===== src/rtl/input_debounce_2b_pkg.sv =====
// Shared definitions for conditioned-input blocks: per-bit debounce state
// encodings (accepted level is state[1]) and default timing parameters.
package input_debounce_2b_pkg;

  localparam logic [1:0] S_LO   = 2'b00;
  localparam logic [1:0] S_RISE = 2'b01;
  localparam logic [1:0] S_HI   = 2'b11;
  localparam logic [1:0] S_FALL = 2'b10;

  localparam int DB_CYCLES_DEF = 4;
  localparam int CNT_WIDTH_DEF = 3;

endpackage


===== src/rtl/input_debounce_2b_debounce_bit.sv =====
// Single-bit debounce FSM with qualification counter; a new level is accepted
// after DB_CYCLES consecutive opposite-level synchronised samples.
//
// state  | meaning
// S_LO   | accepted low, input agrees
// S_RISE | accepted low, qualifying a high level
// S_HI   | accepted high, input agrees
// S_FALL | accepted high, qualifying a low level
module debounce_bit
  import input_debounce_2b_pkg::*;
#(
  parameter int DB_CYCLES = DB_CYCLES_DEF,
  parameter int CNT_WIDTH = CNT_WIDTH_DEF
) (
  input  logic clock,
  input  logic init,
  input  logic d_sync,
  output logic level,
  output logic level_nxt,
  output logic settled
);

  localparam logic [CNT_WIDTH-1:0] CNT_LAST = CNT_WIDTH'(DB_CYCLES - 1);
  localparam logic [CNT_WIDTH-1:0] CNT_ONE  = CNT_WIDTH'(1);

  logic [1:0]           state, state_nxt;
  logic [CNT_WIDTH-1:0] cnt, cnt_nxt;

  always_comb begin
    state_nxt = state;
    cnt_nxt   = '0;
    case (state)
      S_LO: begin
        if (d_sync) begin
          state_nxt = S_RISE;
          cnt_nxt   = CNT_ONE;
        end
      end
      S_RISE: begin
        if (!d_sync) begin
          state_nxt = S_LO;
        end else if (cnt == CNT_LAST) begin
          state_nxt = S_HI;
        end else begin
          cnt_nxt = cnt + CNT_ONE;
        end
      end
      S_HI: begin
        if (!d_sync) begin
          state_nxt = S_FALL;
          cnt_nxt   = CNT_ONE;
        end
      end
      default: begin
        if (d_sync) begin
          state_nxt = S_HI;
        end else if (cnt == CNT_LAST) begin
          state_nxt = S_LO;
        end else begin
          cnt_nxt = cnt + CNT_ONE;
        end
      end
    endcase
  end

  always_ff @(posedge clock or negedge init) begin
    if (!init) begin
      state <= S_LO;
      cnt   <= '0;
    end else begin
      state <= state_nxt;
      cnt   <= cnt_nxt;
    end
  end

  // level_nxt lets the parent register a change strobe on the same edge
  assign level     = state[1];
  assign level_nxt = state_nxt[1];
  assign settled   = (state[1] == state[0]);

endmodule


===== src/rtl/input_debounce_2b.sv =====
// 2-bit input conditioner: two-flop synchroniser, per-bit debounce, registered
// change strobe and a settled flag for the downstream FSM's `in` code.
module input_debounce_2b
  import input_debounce_2b_pkg::*;
#(
  parameter int DB_CYCLES = DB_CYCLES_DEF,
  parameter int CNT_WIDTH = CNT_WIDTH_DEF
) (
  input  logic       clock,
  input  logic       init,
  input  logic [1:0] raw_in,
  output logic [1:0] in_code,
  output logic       changed,
  output logic       stable
);

  logic [1:0] sync1, sync2;
  logic [1:0] level_nxt;
  logic [1:0] settled;

  always_ff @(posedge clock or negedge init) begin
    if (!init) begin
      sync1   <= 2'b00;
      sync2   <= 2'b00;
      changed <= 1'b0;
    end else begin
      sync1   <= raw_in;
      sync2   <= sync1;
      changed <= |(level_nxt ^ in_code);
    end
  end

  for (genvar i = 0; i < 2; i++) begin : g_bit
    debounce_bit #(
      .DB_CYCLES (DB_CYCLES),
      .CNT_WIDTH (CNT_WIDTH)
    ) u_bit (
      .clock     (clock),
      .init      (init),
      .d_sync    (sync2[i]),
      .level     (in_code[i]),
      .level_nxt (level_nxt[i]),
      .settled   (settled[i])
    );
  end

  assign stable = &settled;

endmodule


===== config.mk =====
export PLATFORM = sky130hd
export DESIGN_NAME = input_debounce_2b
export DESIGN_NICKNAME = d
export VERILOG_FILES = /design/src/rtl/input_debounce_2b_pkg.sv /design/src/rtl/input_debounce_2b_debounce_bit.sv /design/src/rtl/input_debounce_2b.sv
export SDC_FILE = /design/constraint.sdc
export NUM_CORES = 1
export LEC_CHECK = 0
export CAP_MARGIN = 20
export CORE_MARGIN = 2
export CORE_UTILIZATION = 35
export CTS_BUF_LIST = sky130_fd_sc_hd__clkbuf_8 sky130_fd_sc_hd__clkbuf_16
export CTS_CLUSTER_DIAMETER = 100
export CTS_CLUSTER_SIZE = 14
export DETAILED_ROUTE_END_ITERATION = 8
export SKIP_CTS_REPAIR_TIMING = 1
export SYNTH_ARGS = -nofsm -noshare
export SYNTH_HDL_FRONTEND = slang
export SYNTH_SLANG_ARGS = --single-unit

===== constraint.sdc =====
create_clock -name clock -period 4.15 [get_ports clock]
set_input_delay 0.415 -clock clock [delete_from_list [all_inputs] [get_ports clock]]
set_output_delay 0.415 -clock clock [all_outputs]
set_load 0.02 [all_outputs]

; Word level (Yosys, flattened, before mapping)
; Index checks and enable logic that the tools add are counted.
[word_totals]
ff_bits = 15
in_bits = 4
out_inout_bits = 4
elab_cells = 60
[op_classes]
addsub = 2
n_eq_ne = 14
n_mux = 26
bitwise_logic = 1
reduce_logical = 8
[op_table]
columns = operator, count
row1 = 2-bit two-way mux, 12
row2 = 3-bit two-way mux, 6
row3 = 3-bit case mux with 3 select lines, 2
row4 = 2-bit case mux with 3 select lines, 2
row5 = "2-bit inequality test, second input constant", 4
row6 = 4-bit AND reduction, 2
row7 = 4-bit nonzero test, 2
row8 = "3-bit by 1-bit adder with 3-bit output, second input constant", 2
row9 = "3-bit by 2-bit equality test with 1-bit output, second input constant", 2
row10 = "3-bit by 2-bit inequality test with 1-bit output, second input constant", 2
row11 = "2-bit by 1-bit equality test with 1-bit output, second input constant", 2
row12 = "2-bit equality test, second input constant", 2
row13 = 2-bit zero test, 2
row14 = 1-bit two-way mux, 4
row15 = 1-bit equality test, 2
row16 = 2-bit AND reduction, 1
row17 = 2-bit OR reduction, 1
row18 = 2-bit XOR, 1

; Logic depth before layout (Yosys ltp)
; Gate-level depths: netlist (run 1).
[logic_depth]
word_depth = 6
ltp_mapped = 6
depth_no_buf = 6

; Cells and area by module
; A second synthesis (run 1) with hierarchy kept.
[hier_totals]
hier_cells = 83
hier_area_um2 = 883.3
[by_module_without_submodules]
columns = mod, instances, cells_per_inst, area_each_um2, seq_area_each_um2
row1 = debounce_bit, 2, 37, 365.4, 125.1
row2 = input_debounce_2b, 1, 9, 152.6, 125.1

; Worst setup path before layout (run 1)
; No wires, ideal clock.
[synth_path]
path_type = register to output
from = register g_bit[1].u_bit.state[1]
to = output stable
arrival_ns = 1.138
required_time_ns = 3.735
path_slack_ns = 2.597
path_stages_with_launch = 4
n_path_buf = 0
cell_sequence = dfrtp_1 -> inv_1 -> ha_1 -> nor2_1
[synth_between]
elab_chain_len = 2
[synth_lines]
columns = item, line_no
row1 = from (decl), input_debounce_2b_debounce_bit.sv:26  ; logic [1:0] state, state_nxt;
row2 = from (signal assigned), input_debounce_2b_debounce_bit.sv:71  ; state <= state_nxt;
row3 = 1-bit equality test, input_debounce_2b_debounce_bit.sv:79  ; assign settled = (state[1] == state[0]);
row4 = 2-bit AND reduction, input_debounce_2b.sv:47  ; assign stable = &settled;
row5 = to (decl), input_debounce_2b.sv:14  ; output logic stable
; No other way between the ends.

; Worst setup path in the final report (run 1)
; Same ends and word-level chain as after synthesis.

==> results of run 1 <==
-- power breakdown --
group | leakage, nW | switching [mW] | internal [mW]
combinational | 0.266 | 0.168 | 0.144
clock | 0.0255 | 0.0529 | 0.0665
sequential | 0.189 | 0.0357 | 0.183
total | 0.481 | 0.257 | 0.394
-- layer usage --
metal | vias up | GRT usage | share of wire
met5 | - | 0 | 0
li1 | 358 | - | -
met3 | 5 | 0.02791 | 0.034
met1 | 338 | 0.1582 | 0.51
met2 | 11 | 0.1718 | 0.44
met4 | 0 | 0.06272 | 0.022
-- worst max-delay path by stage --
stage,start,to,cells after the start
2_1_floorplan,g_bit[1].u_bit.state[1],stable,3
3_3_place_gp,g_bit[1].u_bit.state[1],stable,4
3_5_place_dp,g_bit[1].u_bit.state[1],stable,4
4_1_cts,g_bit[1].u_bit.state[1],stable,4
5_1_grt,g_bit[1].u_bit.state[1],stable,4
6_report,g_bit[1].u_bit.state[1],stable,4
-- critical path: cells and delay by family (launching register included) --
family | cells | cell delay [ns]
fa+ha+maj | 1 | 0.29
flops | 1 | 0.51
simple gates | 1 | 0.10
buf+inv | 2 | 0.74
-- through the flow --
stage | cells | worst slack [ns] | area, sq um
2_1_floorplan | 98 | 2.597 | 934.6
3_3_place_gp | 130 | 2.155 | 1012
3_5_place_dp | 130 | 2.097 | 1012
4_1_cts | 134 | 1.830 | 1059
5_1_grt | 134 | 1.756 | 1059
6_report | 134 | 1.843 | 1059
-- cells in the mapped netlist --
cell,number,area (sq um)
a31o_2,2,17.52
o41ai_1,2,17.52
dfrtp_1,15,375.4
or3_1,1,6.260
a22oi_1,1,7.510
a21o_1,2,15.01
ha_1,11,137.6
a21oi_1,8,40.04
nand2b_1,4,25.02
inv_1,6,22.52
o2bb2ai_1,1,8.760
a2111o_1,1,11.26
buf_2,3,15.01
nor3b_1,3,22.52
nor2_1,11,41.29
mux2i_1,1,10.01
buf_4,2,15.01
a211oi_1,3,22.52
or3b_1,1,8.760
nor2b_1,6,37.54
nor3_1,2,10.01
a311oi_1,1,8.760
a31oi_1,2,12.51
nand2_1,4,15.01
o21ai_0,3,15.01
a221o_1,1,10.01
o22ai_1,1,6.260
-- sequential cells by signal, summed over array words and instances, names as in the netlist --
name and count:
sync1 2, changed 1, g_bit.u_bit.cnt 6, sync2 2, g_bit.u_bit.state 4
-- layout make-up --
| type | count | area, sq um | share of cell area |
|---|---|---|---|
| Inverter | 6 | 22.52 | 0.02128 |
| Clock inverter | 1 | 5.005 | 0.004728 |
| Clock buffer | 3 | 41.29 | 0.03901 |
| Sequential cell | 15 | 375.4 | 0.3546 |
| Multi-Input combinational cell | 72 | 506.7 | 0.4787 |
| Tap cell | 30 | 37.54 | 0.03546 |
| Timing Repair Buffer | 7 | 70.07 | 0.06619 |
-- logic make-up after synthesis --
family          Yosys count
compound gates           28
fa+ha+maj                11
buf+inv                  11
flops                    15
mux                       1
simple gates             32
==> impl_results.md, run 1 <==
* Post-route worst hold slack at 0.3476 ns
* Final net count at 120
* Share of the clock period used by the worst path at 0.5559
* Number of standard cells after synthesis at 98
* Number of antenna cells inserted at 0
* Worst Path Class, Setup: reg2out
* Final total negative setup slack at 0 ns
* First-pass DRT Iterations at 4
* Post-synthesis adder-cell area fraction at 0.1473
* Flip-flop and latch count after synthesis at 15
* Final WL at 1683 microns
* Number of global-route vias before repair at 643
* Antenna violations before repair at 0
* Required time reported for the critical path endpoint at 3.73 ns
* Synthesized area per cell at 9.537 sq um
* I/O Pins at 8
* Overall die area at 3100 sq um
* Highest net fanout along the worst path at 11
* Layout area overhead at 13.25%
* CP Data Arrival Time at 1.89 ns
* Commonest non-fill, non-tap cells in the layout: dfrtp_1, nor2_1, ha_1
* Clock latency of the later-clocked register in the worst-skew pair at 0.25 ns
* Critical Path Slowest Stage Cell: clkdlybuf4s50_1
* CTS buffer count at 3
* Worst hold start: sync1[0]
* Proportion of synthesized area in mux cells at 0.01071
* Via count of the routed design at 712
* Hold Violations, Final at 0
* Std cell rows at 18
* Routability congestion estimate at 0.7220
* Post-detailed-route count of antenna-violating nets at 0
* CTS Root Buffer Type: clkbuf_8
* Area share of and/or/nand/nor cells after synthesis at 0.1780
* Number of violations of the max-capacitance limit at 0
* Length in cells of the worst reg-to-reg path at 6
* Drt wl/cell at 12.56 microns
* Endpoint with the worst hold slack: sync2[0]
* Overall routing resource usage at 0.1171
* CP max stage delay at 0.60 ns
* Number of buffers on the longest clock path at 2
* Maximum clock skew at final layout at 0.002323 ns
* Most common cell after layout, fill and taps aside: dfrtp_1
* End of the worst register-to-register path: changed
* Clock slew at the register clock pins of the worst setup and hold paths at 0.06 ns
* Warning count from the yosys run at 0
* Placeable core area at 2500 sq um
* Total DRC errors in the routed layout at 0
* Max-slew headroom at 0.5385
* Number of input and output port buffers inserted at 7
* Compound-gate portion of the synthesized area at 0.2062
* Setup repair after global routing missed its margin: no
* Class of the tightest hold or removal check: reg2reg
* Total Power at 650.6 uW
* Dominant combinational cell family by area after synthesis: compound AO/OA/AOI/OAI gates
* FILL cells at 260
* Capturing element type of the critical path: output pin
* Drt first-iter violations at 26
* Die outline width at 55.68 microns
* First-pass GRT wire length at 2891 microns
* Number of slew-limit violations in the final report at 0
* Starting utilization of the core area at 0.3739
* Post-layout util at 0.4234
* Portion of the post-synthesis area used by sequential elements at 0.4016
* Aggregate global routing overflow at 0
* Setup Viol. Count Final at 0
* Highest Clock Rate at 433.5 MHz
* Status: completed
* Worst-case vdd ir drop at 305.4 uV
* Via density at 5.313
* CTS tree: built
* Count of distinct cell types in the synthesized netlist at 27
* Detailed Place HPWL at 1174 microns
* Clk sinks at 15
* Pwr dens at 614.7 nW/um^2
* # H-tree levels at 1
* Nature of the critical path startpoint: flop
* Pin count of the biggest net entering global routing at 16
* Number of instances on the worst hold path at 0
* Shortest period the worst path allows at 2.307 ns
* Synth Net Count at 113
* Fraction of layout instances using a drive strength above 1 at 0.05769
* Least-Margin Pin Slew at 0.6901 ns
* Sequence of cells on the critical path: inv_1 > ha_1 > nor2_1 > clkdlybuf4s50_1
* Xor/xnor share of the synthesized area at 0
* Worst R2R Setup Slack at 2.38 ns
* Startpoint of the worst register-to-register path: g_bit[1].u_bit.state[1]
* Vertical die dimension at 55.68 microns
* Area of the mapped netlist at 934.6 sq um
* Static power due to leakage at 0.4810 nW
Power figures use the tool's default switching activity.
==> run 2, diff against run 1 <==
==> constraint.sdc (replaced) <==
create_clock -name clock -period 2.2 [get_ports clock]
set_input_delay 0.22 -clock clock [delete_from_list [all_inputs] [get_ports clock]]
set_output_delay 0.22 -clock clock [all_outputs]
set_load 0.02 [all_outputs]
==> impl_results.md, run 2 (synthesis gave the netlist of run 1 again) <==
* Highest net fanout along the worst path at 11 (unchanged)
* Setup Viol. Count Final at 0 (unchanged)
* Setup repair after global routing missed its margin: no (unchanged)
* Share of the clock period used by the worst path at 0.9232
* Clock slew at the register clock pins of the worst setup and hold paths at 0.06 ns (about the same)
* Final total negative setup slack at 0 ns (unchanged)
* Maximum clock skew at final layout at 0.002580 ns (was 0.002323 ns)
* Drt first-iter violations at 12 (was 26)
* Layout area overhead at 13.39% (was 13.25%)
* Final WL at 1674 microns (was 1683 microns)
* Nature of the critical path startpoint: flop (unchanged)
* Hold Violations, Final at 0 (unchanged)
* Overall routing resource usage at 0.1147 (was 0.1171)
* Final net count at 120 (unchanged)
* FILL cells at 255 (was 260)
* I/O Pins at 8 (unchanged)
* Worst R2R Setup Slack at 0.53 ns (was 2.38 ns)
* Vertical die dimension at 55.68 microns (unchanged)
* CTS tree: built (unchanged)
* Antenna violations before repair at 0 (unchanged)
* Number of instances on the worst hold path at 0 (unchanged)
* Critical Path Slowest Stage Cell: clkdlybuf4s50_1 (unchanged)
* Count of buffer and inverter cells on the critical path at 2 (unchanged)
* Capturing element type of the critical path: output pin (unchanged)
* Start point of the critical path: g_bit[1].u_bit.state[1] (unchanged)
* Number of input and output port buffers inserted at 7 (unchanged)
* Detailed Place HPWL at 1174 microns (about the same)
* Worst hold start: sync1[0] (unchanged)
* Least-Margin Pin Slew at 0.6979 ns (was 0.6901 ns)
* Pin count of the biggest net entering global routing at 16 (unchanged)
* Largest registers in the final layout: g_bit.u_bit.cnt x6, g_bit.u_bit.state x4 (unchanged)
* CP max stage delay at 0.61 ns (was 0.60 ns)
* Std cell rows at 18 (unchanged)
* First-pass DRT Iterations at 4 (unchanged)
* First-pass GRT wire length at 2801 microns (was 2891 microns)
* Post-layout util at 0.4239 (was 0.4234)
* Fraction of layout instances using a drive strength above 1 at 0.06731 (was 0.05769)
* # H-tree levels at 1 (unchanged)
* Sequence of cells on the critical path: inv_1 > ha_1 > nor2_1 > clkdlybuf4s50_1 (unchanged)
* Shortest period the worst path allows at 2.031 ns
* Via density at 5.149 (was 5.313)
* Status: completed (unchanged)
* Drt wl/cell at 12.49 microns (was 12.56 microns)
* Startpoint of the worst register-to-register path: g_bit[1].u_bit.state[1] (unchanged)
* Clock latency of the later-clocked register in the worst-skew pair at 0.25 ns (about the same)
* Worst Path Class, Setup: reg2out (unchanged)
* Starting utilization of the core area at 0.3739 (unchanged)
* End of the worst register-to-register path: changed (unchanged)
* Overall die area at 3100 sq um (unchanged)
* Total DRC errors in the routed layout at 0 (unchanged)
* Max-slew headroom at 0.5333 (was 0.5385)
* Highest Clock Rate at 492.3 MHz
* Number of global-route vias before repair at 623 (was 643)
* Post-detailed-route count of antenna-violating nets at 0 (unchanged)
* Number of slew-limit violations in the final report at 0 (unchanged)
* Number of violations of the max-capacitance limit at 0 (unchanged)
* CTS Root Buffer Type: clkbuf_8 (unchanged)
* Via count of the routed design at 690 (was 712)
* Die outline width at 55.68 microns (unchanged)
* Length in cells of the worst reg-to-reg path at 6 (unchanged)
* Routability congestion estimate at 0.7220 (unchanged)
* Commonest non-fill, non-tap cells in the layout: dfrtp_1, nor2_1, ha_1 (unchanged)
* Flip-flop count of the largest register, all copies and words added at 6 (unchanged)
* Class of the tightest hold or removal check: reg2reg (unchanged)
* Top cell family by delay on the critical path: buffers and inverters (unchanged)
* Aggregate global routing overflow at 0 (unchanged)
* Clk sinks at 15 (unchanged)
* Most common cell after layout, fill and taps aside: dfrtp_1 (unchanged)
* Number of buffers on the longest clock path at 2 (unchanged)
* CTS buffer count at 3 (unchanged)
* Required time reported for the critical path endpoint at 1.98 ns (was 3.73 ns)
* Number of antenna cells inserted at 0 (unchanged)
* CP Data Arrival Time at 1.81 ns (was 1.89 ns)
* Biggest register: g_bit.u_bit.cnt (unchanged)
* Static power due to leakage at 0.4795 nW (was 0.4810 nW)
* Worst-case vdd ir drop at 489.4 uV (was 305.4 uV)
* Endpoint with the worst hold slack: sync2[0] (unchanged)
* Pwr dens at 1159 nW/um^2 (was 614.7 nW/um^2)
* Placeable core area at 2500 sq um (unchanged)
run 2: worst max-delay path by stage:
stage / depth (start not counted) / slack, ns / to
final: 4 / 0.17 / stable
after CTS: 4 / 0.05 / stable
after floorplan: 6 / 0.66 / changed
after global placement: 4 / 0.40 / stable
after detailed placement: 4 / 0.33 / stable
after global routing: 4 / 0.09 / stable
run 2: worst reg2reg max path, delay by kind of cell (launching register included):
family	cells	cell delay, ns
and+or+nand+nor	1	0.37
buffers and inverters	1	0.12
AOI/OAI and AO/OA	3	0.40
DFF	1	0.46
adders and majority gates	1	0.25
run 2: layout make-up:
| type | instances | area [sq um] | area share |
|---|---|---|---|
| multi-input cells | 72 | 506.7 | 0.4782 |
| flip-flops and latches | 15 | 376.6 | 0.3554 |
| repair buffers | 7 | 70.07 | 0.06612 |
| clock buffers | 3 | 41.29 | 0.03896 |
| well taps | 30 | 37.54 | 0.03542 |
| inverters | 6 | 22.52 | 0.02125 |
| clock inverters | 1 | 5.005 | 0.004723 |
run 2: metrics by stage:
stage	instances	power, mW	hold slack [ns]	area, sq um	setup slack (ns)
6_report	134	1.228	0.3477	1060	0.1689
5_1_grt	134	1.327	0.3547	1060	0.08785
4_1_cts	134	1.238	0.3492	1059	0.05197
3_5_place_dp	130	1.007	0.3347	1012	0.3265
3_3_place_gp	130	0.9908	0.3320	1012	0.4002
2_1_floorplan	98	0.8504	-0.07559	934.6	0.6567
run 2: routing by layer:
metal / routed length (microns) / track usage / vias to the layer above
li1: - / - / 356
met1: 851 / 0.1541 / 326
met2: 757 / 0.1667 / 6
met3: 49 / 0.03023 / 2
met4: 17 / 0.06272 / 0
met5: 0 / 0 / -
run 2: where the power goes:
part           switching (mW)  total (mW)  leakage, nW  internal (mW)
combinational           0.318       0.589        0.266          0.271
clock                   0.100       0.225       0.0255          0.125
sequential             0.0665       0.413        0.188          0.347
